## src/rtl/qpu_dtcm_icb_arbiter_pkg.sv

```systemverilog
// Shared constants for the DTCM ICB arbiter: port-id encodings and default sizes.
package qpu_dtcm_icb_arbiter_pkg;

  localparam logic PORT_LSU  = 1'b0;
  localparam logic PORT_MEAS = 1'b1;

  localparam int DEF_AW   = 16;
  localparam int DEF_DW   = 32;
  localparam int DEF_OUTS = 2;

  // Pointer width that stays legal for a depth-1 FIFO.
  function automatic int ptr_width(input int depth);
    return (depth > 1) ? $clog2(depth) : 1;
  endfunction

endpackage

```

## src/rtl/qpu_dtcm_icb_arbiter_fifo.sv

```systemverilog
// Route FIFO holding the granted port id of each outstanding DTCM command.
// Full blocks a push even when a pop happens in the same cycle.
module qpu_dtcm_icb_arbiter_fifo
  import qpu_dtcm_icb_arbiter_pkg::*;
#(
  parameter int DP = 2,
  parameter int DW = 1
) (
  input  logic          clk,
  input  logic          rst_n,
  input  logic          push,
  input  logic [DW-1:0] push_data,
  input  logic          pop,
  output logic          full,
  output logic          empty,
  output logic [DW-1:0] head
);

  localparam int PW = ptr_width(DP);
  localparam int CW = $clog2(DP + 1);

  logic [DW-1:0] mem [DP];
  logic [PW-1:0] wr_ptr;
  logic [PW-1:0] rd_ptr;
  logic [CW-1:0] count;
  logic          push_ok;
  logic          pop_ok;

  assign full    = (count == CW'(DP));
  assign empty   = (count == '0);
  assign head    = mem[rd_ptr];
  assign push_ok = push & ~full;
  assign pop_ok  = pop & ~empty;

  function automatic logic [PW-1:0] next_ptr(input logic [PW-1:0] p);
    return (p == PW'(DP - 1)) ? '0 : p + PW'(1);
  endfunction

  always_ff @(posedge clk or negedge rst_n) begin
    if (!rst_n) begin
      wr_ptr <= '0;
      rd_ptr <= '0;
      count  <= '0;
    end else begin
      if (push_ok) wr_ptr <= next_ptr(wr_ptr);
      if (pop_ok)  rd_ptr <= next_ptr(rd_ptr);
      case ({push_ok, pop_ok})
        2'b10:   count <= count + CW'(1);
        2'b01:   count <= count - CW'(1);
        default: count <= count;
      endcase
    end
  end

  always_ff @(posedge clk) begin
    if (push_ok) mem[wr_ptr] <= push_data;
  end

endmodule

```

## src/rtl/qpu_dtcm_icb_arbiter.sv

```systemverilog
// Two-requester ICB arbiter (LSU = port 0, measurement writer = port 1) onto one DTCM port.
// Round-robin command grant, locked while stalled; responses routed in order via a route FIFO.
module qpu_dtcm_icb_arbiter
  import qpu_dtcm_icb_arbiter_pkg::*;
#(
  parameter int AW   = DEF_AW,
  parameter int DW   = DEF_DW,
  parameter int OUTS = DEF_OUTS
) (
  input  logic            clk,
  input  logic            rst_n,

  input  logic            lsu_icb_cmd_valid,
  output logic            lsu_icb_cmd_ready,
  input  logic [AW-1:0]   lsu_icb_cmd_addr,
  input  logic            lsu_icb_cmd_read,
  input  logic [DW-1:0]   lsu_icb_cmd_wdata,
  input  logic [DW/8-1:0] lsu_icb_cmd_wmask,
  output logic            lsu_icb_rsp_valid,
  input  logic            lsu_icb_rsp_ready,
  output logic [DW-1:0]   lsu_icb_rsp_rdata,

  input  logic            meas_icb_cmd_valid,
  output logic            meas_icb_cmd_ready,
  input  logic [AW-1:0]   meas_icb_cmd_addr,
  input  logic            meas_icb_cmd_read,
  input  logic [DW-1:0]   meas_icb_cmd_wdata,
  input  logic [DW/8-1:0] meas_icb_cmd_wmask,
  output logic            meas_icb_rsp_valid,
  input  logic            meas_icb_rsp_ready,
  output logic [DW-1:0]   meas_icb_rsp_rdata,

  output logic            dtcm_icb_cmd_valid,
  input  logic            dtcm_icb_cmd_ready,
  output logic [AW-1:0]   dtcm_icb_cmd_addr,
  output logic            dtcm_icb_cmd_read,
  output logic [DW-1:0]   dtcm_icb_cmd_wdata,
  output logic [DW/8-1:0] dtcm_icb_cmd_wmask,
  input  logic            dtcm_icb_rsp_valid,
  output logic            dtcm_icb_rsp_ready,
  input  logic [DW-1:0]   dtcm_icb_rsp_rdata,

  output logic            arb_active
);

  logic gnt;
  logic gnt_valid;
  logic last_gnt;
  logic lock;
  logic lock_id;
  logic fifo_full;
  logic fifo_empty;
  logic head;
  logic cmd_hsk;
  logic rsp_hsk;

  always_comb begin
    gnt = PORT_LSU;
    if (lock)                                       gnt = lock_id;
    else if (lsu_icb_cmd_valid & meas_icb_cmd_valid) gnt = ~last_gnt;
    else if (meas_icb_cmd_valid)                     gnt = PORT_MEAS;
  end

  assign gnt_valid          = (gnt == PORT_MEAS) ? meas_icb_cmd_valid : lsu_icb_cmd_valid;
  assign dtcm_icb_cmd_valid = gnt_valid & ~fifo_full;
  assign dtcm_icb_cmd_addr  = (gnt == PORT_MEAS) ? meas_icb_cmd_addr  : lsu_icb_cmd_addr;
  assign dtcm_icb_cmd_read  = (gnt == PORT_MEAS) ? meas_icb_cmd_read  : lsu_icb_cmd_read;
  assign dtcm_icb_cmd_wdata = (gnt == PORT_MEAS) ? meas_icb_cmd_wdata : lsu_icb_cmd_wdata;
  assign dtcm_icb_cmd_wmask = (gnt == PORT_MEAS) ? meas_icb_cmd_wmask : lsu_icb_cmd_wmask;

  assign lsu_icb_cmd_ready  = (gnt == PORT_LSU)  & dtcm_icb_cmd_ready & ~fifo_full;
  assign meas_icb_cmd_ready = (gnt == PORT_MEAS) & dtcm_icb_cmd_ready & ~fifo_full;
  assign cmd_hsk            = dtcm_icb_cmd_valid & dtcm_icb_cmd_ready;

  // A response with no outstanding command is a DTCM fault: never acked, never forwarded.
  assign lsu_icb_rsp_valid  = dtcm_icb_rsp_valid & ~fifo_empty & (head == PORT_LSU);
  assign meas_icb_rsp_valid = dtcm_icb_rsp_valid & ~fifo_empty & (head == PORT_MEAS);
  assign lsu_icb_rsp_rdata  = dtcm_icb_rsp_rdata;
  assign meas_icb_rsp_rdata = dtcm_icb_rsp_rdata;
  assign dtcm_icb_rsp_ready = ~fifo_empty &
                              ((head == PORT_MEAS) ? meas_icb_rsp_ready : lsu_icb_rsp_ready);
  assign rsp_hsk            = dtcm_icb_rsp_valid & dtcm_icb_rsp_ready;

  assign arb_active = lsu_icb_cmd_valid | meas_icb_cmd_valid | ~fifo_empty;

  // Lock keeps dtcm_icb_cmd_valid stable if the other port asserts mid-stall.
  always_ff @(posedge clk or negedge rst_n) begin
    if (!rst_n) begin
      last_gnt <= PORT_MEAS;
      lock     <= 1'b0;
      lock_id  <= PORT_LSU;
    end else if (cmd_hsk) begin
      last_gnt <= gnt;
      lock     <= 1'b0;
    end else if (dtcm_icb_cmd_valid) begin
      lock     <= 1'b1;
      lock_id  <= gnt;
    end
  end

  qpu_dtcm_icb_arbiter_fifo #(
    .DP (OUTS),
    .DW (1)
  ) u_route_fifo (
    .clk       (clk),
    .rst_n     (rst_n),
    .push      (cmd_hsk),
    .push_data (gnt),
    .pop       (rsp_hsk),
    .full      (fifo_full),
    .empty     (fifo_empty),
    .head      (head)
  );

endmodule

```

## config.mk

```make
export PLATFORM = sky130hd
export DESIGN_NAME = qpu_dtcm_icb_arbiter
export DESIGN_NICKNAME = d
export VERILOG_FILES = /design/src/rtl/qpu_dtcm_icb_arbiter_pkg.sv /design/src/rtl/qpu_dtcm_icb_arbiter_fifo.sv /design/src/rtl/qpu_dtcm_icb_arbiter.sv
export SDC_FILE = /design/constraint.sdc
export NUM_CORES = 1
export LEC_CHECK = 0
export ABC_CLOCK_PERIOD_IN_PS = 2100
export CORE_AREA = 2 2 103 105
export CTS_BUF_LIST = sky130_fd_sc_hd__clkbuf_16
export DETAILED_ROUTE_END_ITERATION = 7
export DIE_AREA = 0 0 105 107
export GPL_TIMING_DRIVEN = 0
export PLACE_DENSITY = 0.69
export SLEW_MARGIN = 25
export SYNTH_ARGS = -nofsm -noshare
export SYNTH_HDL_FRONTEND = slang
export SYNTH_HIERARCHICAL = 1
export SYNTH_SLANG_ARGS = --single-unit
```

## constraint.sdc

```tcl
create_clock -name clk -period 2.1 [get_ports clk]
set_input_delay 0.21 -clock clk [delete_from_list [all_inputs] [get_ports clk]]
set_output_delay 0.21 -clock clk [all_outputs]
set_load 0.02 [all_outputs]
```

# [Word-level counts from Yosys, hierarchy flattened]
# Memory sizes are Yosys's and may differ from the RTL's.
# Index checks and enable logic that the tools add are counted.
[totals] register_bits=7 ram_bits=2 in_bits=146 out_inout_bits=124 elab_cells=56 memories=1
[mem_list] name="u_route_fifo.mem" depth=2 word_bits=1 rd=1 rd_clocked_by_memory_dff=0 wr=1 line="qpu_dtcm_icb_arbiter_fifo.sv:22" rtl="logic [DW-1:0] mem [DP];"
[op_classes] add_sub_neg=4 eq_ne=3 muxes=16 bitwise_logic=22 reduce_logical=4
[ops] op="$mux W32" n=1
[ops] op="$mux W16" n=1
[ops] op="$and A1 B1 Y1" n=14
[ops] op="$mux W1" n=12
[ops] op="$not A1 Y1" n=6
[ops] op="$eq A2 B2 Y1 const B" n=2
[ops] op="$mux W4" n=1
[ops] op="$pmux W2 S2" n=1
[ops] op="$reduce_bool A2 Y1" n=2
[ops] op="$add A1 B1 Y1 const B" n=2
[ops] op="$add A2 B1 Y2 const B" n=1
[ops] op="$eq A2 B1 Y1 const B" n=1
[ops] op="$logic_not A2 Y1" n=1
[ops] op="$or A1 B1 Y1" n=2
[ops] op="$reduce_and A2 Y1" n=1
[ops] op="$sub A2 B1 Y2 const B" n=1

# [Depth between registers and ports, before layout]
[depth] word_depth=9 ltp_mapped=10 depth_no_buf=10

# [Modules after synthesis]
# The synthesis kept the hierarchy.
[modules_own_cells] module="qpu_dtcm_icb_arbiter" n_inst=1 cells_each=153 area_each_um2=1406.3 seq_area_each_um2=76.3
[modules_own_cells] module="qpu_dtcm_icb_arbiter_fifo" n_inst=1 cells_each=21 area_each_um2=267.8 seq_area_each_um2=160.2

# [Worst setup path before layout]
# OpenSTA, ideal clock, no wires.
[synth_path] kind="reg-to-reg" start="reg u_route_fifo.rd_ptr" end="reg u_route_fifo.count[1]" setup_ns=0.079 arrival_ns=1.963 required_ns=2.021 setup_slack_ns=0.058 path_stages_with_launch=9 path_buffers=0 period_less_slack_ns=2.042 path_cell_list="dfrtp_1 -> mux2_2 -> mux2i_1 -> nor2_1 -> and2_1 -> nor2b_2 -> ha_1 -> nor2_1 -> xor2_1"
[synth_between] elab_chain_len=7 word_cells_on_any_way=9 cone_classes="eq/ne (2); mux (2); bitwise (3); reduce/logical (1); memory (1)"
[synth_lines] item="from (decl)" line="qpu_dtcm_icb_arbiter_fifo.sv:24" rtl="logic [PW-1:0] rd_ptr;"
[synth_lines] item="from (signal assigned)" line="qpu_dtcm_icb_arbiter_fifo.sv:46" rtl="if (pop_ok) rd_ptr <= next_ptr(rd_ptr);"
[synth_lines] item="$mem_v2 Z2 W1 (*)"
[synth_lines] item="via head" line="qpu_dtcm_icb_arbiter.sv:53" rtl="logic head;"
[synth_lines] item="$mux W1 (*)" line="qpu_dtcm_icb_arbiter.sv:81" rtl="((head == PORT_MEAS) ? meas_icb_rsp_ready : lsu_icb_rsp_ready);"
[synth_lines] item="$and A1 B1 Y1 (*)" line="qpu_dtcm_icb_arbiter.sv:80" rtl="assign dtcm_icb_rsp_ready = ~fifo_empty &"
[synth_lines] item="via dtcm_icb_rsp_ready" line="qpu_dtcm_icb_arbiter.sv:40" rtl="output logic dtcm_icb_rsp_ready,"
[synth_lines] item="$and A1 B1 Y1 (*)" line="qpu_dtcm_icb_arbiter.sv:82" rtl="assign rsp_hsk = dtcm_icb_rsp_valid & dtcm_icb_rsp_ready;"
[synth_lines] item="via rsp_hsk" line="qpu_dtcm_icb_arbiter.sv:55" rtl="logic rsp_hsk;"
[synth_lines] item="$and A1 B1 Y1 (*)" line="qpu_dtcm_icb_arbiter_fifo.sv:33" rtl="assign pop_ok = pop & ~empty;"
[synth_lines] item="via u_route_fifo.pop_ok" line="qpu_dtcm_icb_arbiter_fifo.sv:27" rtl="logic pop_ok;"
[synth_lines] item="$eq A2 B1 Y1 or $eq A2 B2 Y1 (tied branches)" line="qpu_dtcm_icb_arbiter_fifo.sv:47" rtl="case ({push_ok, pop_ok})"
[synth_lines] item="$pmux W2 S2 or $reduce_bool A2 Y1 (tied branches)"
[synth_lines] item="to (signal assigned)" line="qpu_dtcm_icb_arbiter_fifo.sv:48" rtl="2'b10: count <= count + CW'(1);"
[synth_lines] item="to (signal assigned)" line="qpu_dtcm_icb_arbiter_fifo.sv:49" rtl="2'b01: count <= count - CW'(1);"
[synth_lines] item="to (signal assigned)" line="qpu_dtcm_icb_arbiter_fifo.sv:50" rtl="default: count <= count;"
[synth_lines] item="to (decl)" line="qpu_dtcm_icb_arbiter_fifo.sv:25" rtl="logic [CW-1:0] count;"
# Mark *: on every way through the listed nets, which the timed path passes. The rest lies on a longest branch.
# A chain may end at the register's enable or synchronous reset.

# [Final worst setup path]
[layout_path] start="reg last_gnt" end="out dtcm_icb_cmd_wdata[13]"
[layout_between] elab_chain_len=4
[layout_lines] item="from (decl)" line="qpu_dtcm_icb_arbiter.sv:48" rtl="logic last_gnt;"
[layout_lines] item="from (signal assigned)" line="qpu_dtcm_icb_arbiter.sv:93" rtl="last_gnt <= gnt;"
[layout_lines] item="$not A1 Y1" line="qpu_dtcm_icb_arbiter.sv:60" rtl="else if (lsu_icb_cmd_valid & meas_icb_cmd_valid) gnt = ~last_gnt;"
[layout_lines] item="$mux W1" line="qpu_dtcm_icb_arbiter.sv:60"
[layout_lines] item="$mux W1" line="qpu_dtcm_icb_arbiter.sv:59" rtl="if (lock) gnt = lock_id;"
[layout_lines] item="$mux W32" line="qpu_dtcm_icb_arbiter.sv:68" rtl="assign dtcm_icb_cmd_wdata = (gnt == PORT_MEAS) ? meas_icb_cmd_wdata : lsu_icb_cmd_wdata;"
[layout_lines] item="to (decl)" line="qpu_dtcm_icb_arbiter.sv:37" rtl="output logic [DW-1:0] dtcm_icb_cmd_wdata,"
# No other way between the ends.

==> impl_metrics.json <==
{
  "status": "complete, but fails checks",
  "violations": "negative setup slack",
  "routed_wire_length_per_instance_um": 14.0,
  "grt_first_pass_wirelength_um": 11300,
  "drt_pass1_iterations": 2,
  "p_leak_nw": 1.98,
  "worst-setup-path-type": "register to output pin",
  "slew_viol_final": 0,
  "die-area_um2": 11200,
  "power_density_nw_per_um2": 970,
  "avgSynthCellArea_um2": 9.62,
  "cts_made_buffers": 3,
  "remaining_drc_errors": 0,
  "synthArstFlopShare": 0.778,
  "critPathMaxFanout": 5,
  "io_buffers": 237,
  "r2r_slack_ns": 0.13,
  "reg2regPathDepth": 10,
  "hpwl_um": 6670,
  "antennaDiodeCount": 0,
  "yosysUniqueCellTypes": 29,
  "critical_path_arrival_ns": 1.92,
  "crit_slowest_cell": "dfstp_2",
  "worst_ir_drop_vdd_uv": 422,
  "grt_antenna_before_repair": 0,
  "synth_top_area_cell": "mux2_2",
  "worst_setup_path_end_kind": "output pin",
  "finalClockSkew_ns": 0.00250,
  "yosysWarnings": 6,
  "synth_common_cells": "buf_4 (64), mux2_2 (55), nor2_1 (8), dfrtp_1 (6), buf_6 (5)",
  "cts_tree": "built",
  "totalWireLength_um": 7840,
  "critPathTopFamily": "buffers and inverters",
  "netlist_top_cells_area": "mux2_2 (37%), buf_4 (29%), dfrtp_1 (9.0%)",
  "grt_start_max_net_pins": 11,
  "r2r_start": "u_route_fifo/count[1]$_DFFE_PN0P_",
  "yosysMostFrequentCell": "buf_4",
  "synth_edf_count": 2,
  "synth_top_family_by_area": "multiplexers",
  "synth_ff_type": "dfrtp_1",
  "yosysSeqAreaShare": 0.141,
  "synth_adder_area_share": 0.00747,
  "row_count": 37,
  "synthXorXnorAreaFrac": 0.0262,
  "layout_worst_path_cycle_share": 1.01,
  "worst_ep_required_time_ns": 1.89,
  "gp_congestion": 0.758,
  "fin_util": 0.434,
  "setup_slack_ns": -0.0275,
  "syn2layout_area_growth_pct": 161,
  "h-tree-depth": 1,
  "tightest_slew_ns": 0.370,
  "synth-compound-area-share": 0.0433,
  "clock-root-buffer": "clkbuf_16",
  "max_clock_freq_ghz": 0.470,
  "synth_cells": 174,
  "final_hold_viol_count": 0,
  "clk_pin_slew_ns": 0.04,
  "rr_endpoint": "u_route_fifo/count[1]$_DFFE_PN0P_",
  "synth_top_area_share": 0.370,
  "nets": 572,
  "max_stage_delay_ns": 0.53,
  "total_power_mw": 4.25,
  "grt_pass1_vias": 2266,
  "ioPinCount": 270,
  "rsz0062_at_grt": "yes",
  "hold_class": "primary input to asynchronous set/reset pin",
  "synth_seq_cells": 9,
  "worst-path-buf-inv": 4,
  "critPathLaunchType": "register",
  "drive_above_1_share": 0.479,
  "synth-simple-area-share": 0.0732,
  "start_util": 0.166,
  "synth_nets": 321,
  "globalRouteOverflowTotal": 0,
  "synthMuxAreaShare": 0.376,
  "fin_crit_ns": 2.13,
  "die_h_um": 107,
  "fill_cells": 983,
  "place_ws_ns": -0.466,
  "synth_area_um2": 1670,
  "core-area_um2": 10100,
  "ant_nets": 0,
  "clk_latency_ns": 0.23,
  "final-setup-viol-count": 10,
  "drt_iter0_markers": 38,
  "maxCapViolations": 0,
  "whs_ns": 0.258,
  "fp.dieW_um": 105,
  "grtUsageTotal": 0.123,
  "critical_path.cell_chain": "nand2_2 -> a21boi_4 -> buf_6 -> buf_12 -> clkbuf_16 -> mux2_2 -> buf_2",
  "route.vias.total": 2137,
  "clock_path_buffers": 2,
  "clkSinkCount": 9,
  "vias_per_cell": 3.82,
  "max_slew_margin": 0.753
}
-- power by group --
| group | switching, mW | total (mW) | internal [mW] |
|---|---|---|---|
| Combinational | 1.60 | 3.57 | 1.97 |
| Clock | 0.0834 | 0.332 | 0.249 |
| Sequential | 0.0714 | 0.347 | 0.276 |
-- flip-flops by register name, summed over array words and instances (netlist names) --
register	count
lock	1
u_route_fifo/count	2
u_route_fifo/rd_ptr	1
u_route_fifo/mem	2
last_gnt	1
u_route_fifo/wr_ptr	1
lock_id	1
-- timing repair --
item                                    in CTS  in global routing
pin swaps                                    2                  1
endpoints found under the setup margin      57                 54
resized for setup                          232                 69
endpoints found under the hold margin        0                  0
hold buffers                                 0                  0
gates cloned                                 1                  1
setup buffers                               10                  1
-- routing by layer --
metal | track usage | share of wire | vias to the layer above
met5 | 0 | 0 | -
met4 | 0.0143 | 0.0019 | 0
met3 | 0.0498 | 0.11 | 3
met2 | 0.242 | 0.53 | 150
met1 | 0.124 | 0.35 | 956
li1 | - | - | 1028
-- cells in the final DEF, fill, tap and decap left out, types with 2 or more instances in the layout --
cell,n
clkdlybuf4s50_1,179
buf_4,70
mux2_2,41
buf_2,32
buf_6,23
mux2_4,14
nor2_1,8
dfrtp_1,6
clkbuf_16,4
dlygate4sd2_1,4
buf_8,3
inv_1,3
xnor2_1,3
nand2_2,2
nand2_1,2
inv_2,2
buf_12,2
a21oi_1,2
nor3_1,2
xor2_1,2
edfxtp_1,2
-- cell families (layout without fill, tap and decap cells) --
group           Yosys count  after routing
mux                      56             56
buf+inv                  74            324
flops                     9              9
compound gates            6              6
fa+ha+maj                 1              1
simple gates             23             23
xor+xnor                  5              5
-- area by class of cell --
class / instances / area [µm²] / share of cell area
clock buffer: 3 / 75.1 / 0.0172
timing repair buffer: 248 / 2360 / 0.539
multi-input combinational: 91 / 973 / 0.222
sequential: 9 / 236 / 0.0540
buffer: 68 / 542 / 0.124
tap: 136 / 170 / 0.0389
inverter: 4 / 15.0 / 0.00343
clock inverter: 1 / 3.75 / 0.000858
-- how the worst max path moves through the flow --
stage                                          from  depth (start not counted)                           endpoint
floorplan           u_route_fifo/rd_ptr$_DFFE_PN0P_                          8  u_route_fifo/count[1]$_DFFE_PN0P_
global placement                  lsu_icb_cmd_valid                          7             dtcm_icb_cmd_wdata[27]
detailed placement                lsu_icb_cmd_valid                          7             dtcm_icb_cmd_wdata[27]
CTS                            last_gnt$_DFFE_PN1P_                          9             dtcm_icb_cmd_wdata[24]
global route                   last_gnt$_DFFE_PN1P_                          6             dtcm_icb_cmd_wdata[27]
finish                         last_gnt$_DFFE_PN1P_                          7             dtcm_icb_cmd_wdata[13]
-- through the flow --
stage	cells	setup TNS, ns	area (µm²)
floorplan	174	0	1670
global placement	547	-22.45	4220
detailed placement	547	-21.76	4220
CTS	562	-0.362	4270
global route	560	-1.64	4380
finish	560	-0.174	4380
Power figures use the tool's default switching activity.
==> variant 1: new RTL, config.mk and constraints unchanged <==
Change the package constant `DEF_DW` from 32 to 28.
--- a/src/rtl/qpu_dtcm_icb_arbiter_pkg.sv
+++ b/src/rtl/qpu_dtcm_icb_arbiter_pkg.sv
@@ -5,7 +5,7 @@
   localparam logic PORT_MEAS = 1'b1;
 
   localparam int DEF_AW   = 16;
-  localparam int DEF_DW   = 32;
+  localparam int DEF_DW   = 28;
   localparam int DEF_OUTS = 2;
 
   // Pointer width that stays legal for a depth-1 FIFO.
Ports: changed (9 resized); port bits go from 270 to 243. No check against the original RTL was run, so the function may have changed too.
==> variant 1 against the unedited design <==
Power shrank 15%. Worst setup slack better by 0.083 ns. Sequential cell count did not move. Global-route usage decreased by 2.0 points. Area after synthesis decreased by 9.8%. Critical path depth down 1. Fmax grew 4.1%. Hold slack got worse by 0.016 ns. First-iteration DRC count did not move. Wire length shrank 17%. Clock skew fell by 0.0015 ns. Cell area shrank 12%. Critical path type unchanged.
==> variant 1: results (changes against the unedited design) <==
- Hpwl dp: 5797 µm (-13%)
- Top_reg_cell synth: dfrtp_1
- Hold Crit Class: input port to asynchronous set/reset pin
- Top cells by area, synth: mux2_2 37%, buf_4 30%, dfrtp_1 9.9%
- Initial antenna violation count: 0 (unchanged)
- Post-CTS resize count: 181 (-22%)
- EDFF count, synth: 2 (unchanged)
- DR WL met3: 647 µm (-27%)
- Post-Synth Adder-Cell Area: 0.8285% (+0.081 points)
- Clock Path Buffers: 2 (unchanged)
- Top Layer Used: met4
- Total track usage: 10.32% (-2.0 points)
- CP delay by family, top: flip-flops
- Complex-gate fraction of the synthesized area: 3.563% (-0.77 points)
- Peak supply drop: 0.0003167 V (-25%)
- Critical path fanouts, max: 10 (+5)
- IO buf count: 214 (-9.7%)
- Fin nets: 518 (-9.4%)
- M2 GR Usage: 19.43% (-4.8 points)
- Met1 wire length: 2330 µm (-15%)
- Vias in the first global route: 2027 (-11%)
- Post-Synth XOR/XNOR Area: 2.900% (+0.28 points)
- Asr flop ratio synth: 77.78% (unchanged)
- Routed wl met2: 3477 µm (-17%)
- Largest regs: u_route_fifo/count (2), u_route_fifo/mem (2)
- Fillers: 1047 (+6.5%)
- Syn nets: 293 (-8.7%)
- Post-CTS Setup Bufs: 3 (-7)
- Distinct cells, synth: 27 (-6.9%)
- Clock slew seen by the registers of the worst setup and hold paths: 0.04 ns (about the same)
- Vias per cell: 3.713 (-2.7%)
- Wire length per cell: 12.54 µm (-10%)
- Largest stage delay, worst path: 0.53 ns (about the same)
- Final setup violation count: 0 (-10)
- Met1 usage: 10.98% (-1.5 points)
- Post-synthesis mux area share: 37.95% (+0.35 points)
- WP data arrival: 1.83 ns (-0.09 ns)
- First-pass iteration count of the detailed router: 4 (+2)
- RD Place Congestion: 0.7155 (-5.6%)
- Clock skew: 0.001047 ns (-0.001452 ns)
- Layout cell share with drive strength beyond 1: 46.61% (-1.3 points)
- Wire length of the first global-routing pass: 9439 µm (-17%)
- Slew margin rel.: 77.31% (+2.1 points)
- Status: finished, final reports clean
- Met3 Resource Use GR: 3.343% (-1.6 points)
- Lkg Pwr: 0.001718 µW (-13%)
- Post-placement setup slack: -0.6341 ns (-0.1676 ns)
- Sequential area share after synthesis: 15.66% (+1.5 points)
- Synth cell count leaders: 61 x buf_4, 50 x mux2_2, 8 x nor2_1, 6 x dfrtp_1, 4 x nand2_1
[variant 1: final timing paths]
| kind | startpoint | to | slack [ns] | cells after the start |
|---|---|---|---|---|
| max | last_gnt$_DFFE_PN1P_ | dtcm_icb_cmd_wdata[21] | 0.06 | 6 |
| min | rst_n | u_route_fifo/rd_ptr$_DFFE_PN0P_ | 0.24 | 1 |
| max reg2reg | u_route_fifo/count[1]$_DFFE_PN0P_ | u_route_fifo/count[1]$_DFFE_PN0P_ | 0.10 | 9 |
| min reg2reg | u_route_fifo/rd_ptr$_DFFE_PN0P_ | u_route_fifo/rd_ptr$_DFFE_PN0P_ | 0.48 | 1 |
| max in group asynchronous | rst_n | last_gnt$_DFFE_PN1P_ | 1.57 | 1 |
| min in group clk | u_route_fifo/rd_ptr$_DFFE_PN0P_ | u_route_fifo/rd_ptr$_DFFE_PN0P_ | 0.48 | 1 |
[variant 1: through the flow]
stage | instance area [µm²] | std cells | power [µW]
2_1_floorplan | 1510 | 160 | 2033
3_3_place_gp | 3822 | 510 | 3252
3_5_place_dp | 3822 | 510 | 3281
4_1_cts | 3886 | 517 | 3558
5_1_grt | 3837 | 520 | 3823
6_report | 3837 | 520 | 3598
[variant 1: cell type report]
| type | count | area share (%) |
|---|---|---|
| Buffer | 61 | 13.04 |
| Clock buffer | 3 | 1.956 |
| Clock inverter | 1 | 0.09782 |
| Inverter | 4 | 0.3913 |
| Multi-Input combinational cell | 86 | 21.81 |
| Sequential cell | 9 | 6.162 |
| Tap cell | 136 | 4.434 |
| Timing Repair Buffer | 220 | 52.10 |
[variant 1: power breakdown]
group / switching [µW] / internal, µW / leakage (µW) / total [µW]
sequential: 55.5 / 276 / 0.0000991 / 332
clock: 74.1 / 248 / 0.0000423 / 322
combinational: 1380 / 1560 / 0.00158 / 2940
total: 1510 / 2090 / 0.00172 / 3600
==> variant 2: new RTL, same flow settings <==
Made on the original files. Make the reset (`rst_n`) synchronous in 2 clocked blocks.
--- a/src/rtl/qpu_dtcm_icb_arbiter_fifo.sv
+++ b/src/rtl/qpu_dtcm_icb_arbiter_fifo.sv
@@ -36,7 +36,7 @@
     return (p == PW'(DP - 1)) ? '0 : p + PW'(1);
   endfunction
 
-  always_ff @(posedge clk or negedge rst_n) begin
+  always_ff @(posedge clk) begin
     if (!rst_n) begin
       wr_ptr <= '0;
       rd_ptr <= '0;
--- a/src/rtl/qpu_dtcm_icb_arbiter.sv
+++ b/src/rtl/qpu_dtcm_icb_arbiter.sv
@@ -84,7 +84,7 @@
   assign arb_active = lsu_icb_cmd_valid | meas_icb_cmd_valid | ~fifo_empty;
 
   // Lock keeps dtcm_icb_cmd_valid stable if the other port asserts mid-stall.
-  always_ff @(posedge clk or negedge rst_n) begin
+  always_ff @(posedge clk) begin
     if (!rst_n) begin
       last_gnt <= PORT_MEAS;
       lock     <= 1'b0;
Behaviour: differs if rst_n is asserted again (counterexample within 4 cycles, from zero or initial values and one cycle with rst_n low); with rst_n held inactive, the same outputs for 10 cycles.
==> variant 2 against the unedited design <==
Count of clock-buffer cells in the layout unchanged. Largest cell class unchanged. Wire length down 2.7%. Worst setup slack better by 0.10 ns. Cell area down 4.7%. Area after synthesis about the same. Critical endpoint is now dtcm_icb_cmd_addr[0]. Sequential cell count up 1.
Power is not compared: it rests on default switching activity, and its combinational part moved more than twofold at a synthesized area within 25%.
==> variant 2: results (changes against the unedited design) <==
- CTS Buf Count: 3 (unchanged)
- Syn nets: 327 (+1.9%)
- DRT iter0 DRCs: 51 (+34%)
- Vias per cell: 3.796 (-0.52%)
- Post-synthesis mux area share: 38.15% (+0.55 points)
- Area of the multi-input gates: 950.9 µm² (-2.3%)
- Hpwl dp: 6791 µm (+1.9%)
- Clock Path Buffers: 2 (unchanged)
- Critical path fanouts, max: 4 (-1)
- Initial antenna violation count: 0 (unchanged)
- Complex-gate fraction of the synthesized area: 5.236% (+0.90 points)
- Post-placement setup slack: -0.6056 ns (-0.1391 ns)
- Distinct cells, synth: 28 (-3.4%)
- Synth warn: 6 (unchanged)
- Wire length of the first global-routing pass: 11500 µm (+1.5%)
- Slowest-stage cell, CP: clkdlybuf4s50_1
- Fillers: 1065 (+8.3%)
- Largest stage delay, worst path: 0.51 ns (-0.02 ns)
- Fin nets: 576 (+0.70%)
- RD Place Congestion: 0.8210 (+8.3%)
- Area after DPL: 4230 µm² (+0.33%)
- Status: finished, final reports clean
- Layout cell share with drive strength beyond 1: 46.50% (-1.4 points)
- Dpl cells: 553 (+1.1%)
- Synth cell count leaders: 64 x buf_4, 54 x mux2_2, 8 x dfxtp_1, 7 x nor2_1
- Clock slew seen by the registers of the worst setup and hold paths: 0.04 ns (about the same)
- Peak supply drop: about 0.00023 V
- Sequential area share after synthesis: 13.16% (-0.96 points)
- CP delay by family, top: buffers and inverters
- Top cells by area, synth: mux2_2 36%, buf_4 29%, dfxtp_1 9.6%
- First-pass iteration count of the detailed router: 4 (+2)
- WL final: 7627 µm (-2.7%)
- Post-Synth XOR/XNOR Area: 1.571% (-1.0 points)
- Lkg Pwr: 0.001826 µW
- Worst-Margin Slew: 0.5356 ns (+0.1656 ns)
- Post-Syn Area per Cell: 9.294 µm² (-3.4%)
- Root Buffer: clkbuf_16
- Final setup violation count: 0 (-10)
- Clock skew: 0.001631 ns (-0.0008680 ns)
- Total track usage: 12.73% (+0.43 points)
- Total power draw: about 1700 µW
- Post-Synth Adder-Cell Area: 0.7479% (about the same)
- Non-Filler Instances: 564 (+0.71%)
- Pin count of the biggest net entering global routing: 11 (unchanged)
- # Max-Cap Violations: 0 (unchanged)
- Hold Crit Class: flip-flop to flip-flop
- Top_reg_cell synth: dfxtp_1
- Vias in the first global route: 2277 (+0.49%)
- WP data arrival: 1.82 ns (-0.10 ns)
- Asr flop ratio synth: 0% (-78 points)
==> variant 2: cell types whose count changed in the layout (fill, tap and decap cells not counted), moves of 3 or more <==
cell	delta
dfrtp_1	-6
mux2_4	-12
dfxtp_1	+6
buf_2	+19
o21ai_0	+4
dlygate4sd2_1	-3
buf_6	-17
mux2_2	+11
==> variant 2: metal layers <==
metal	routed length (µm)	GRT usage, %	part of all wire, %	vias to the layer above
met5	0	0	0	-
met4	87	3.048	1.1	0
met3	597	3.222	7.8	10
met2	4244	24.30	56	105
met1	2698	14.03	35	976
li1	-	-	-	1050
==> variant 2: what timing repair did <==
action,CTS,global route
pin swaps,3,2
setup buffers,5,2
resized for setup,220,13
endpoints found under the setup margin,58,16
==> variant 2: worst paths after layout <==
check / slack [ns] / to / start / cells past startpoint
worst min-delay path: 0.49 / last_gnt$_SDFFE_PN1P_ / last_gnt$_SDFFE_PN1P_ / 2
worst max register to register: 0.10 / u_route_fifo/count[1]$_SDFFE_PN0P_ / u_route_fifo/mem[0]$_DFFE_PP_ / 8
worst max-delay path: 0.07 / dtcm_icb_cmd_addr[0] / lsu_icb_cmd_valid / 7
worst min register to register: 0.49 / last_gnt$_SDFFE_PN1P_ / last_gnt$_SDFFE_PN1P_ / 2
==> variant 2: layout make-up <==
class	instances	share of cell area (%)
well taps	136	4.083
clock buffers	3	1.801
clock inverters	1	0.09006
multi-input cells	97	22.82
inverters	4	0.3603
repair buffers	244	52.48
flip-flops and latches	10	5.404
plain buffers	69	12.97
==> variant 2: kinds of logic (layout without fill, tap and decap cells) <==
logic type | Yosys count | after routing
fa+ha+maj | 1 | 1
compound gates | 11 | 11
simple gates | 25 | 25
mux | 57 | 57
flops | 10 | 10
buf+inv | 73 | 321
xor+xnor | 3 | 3
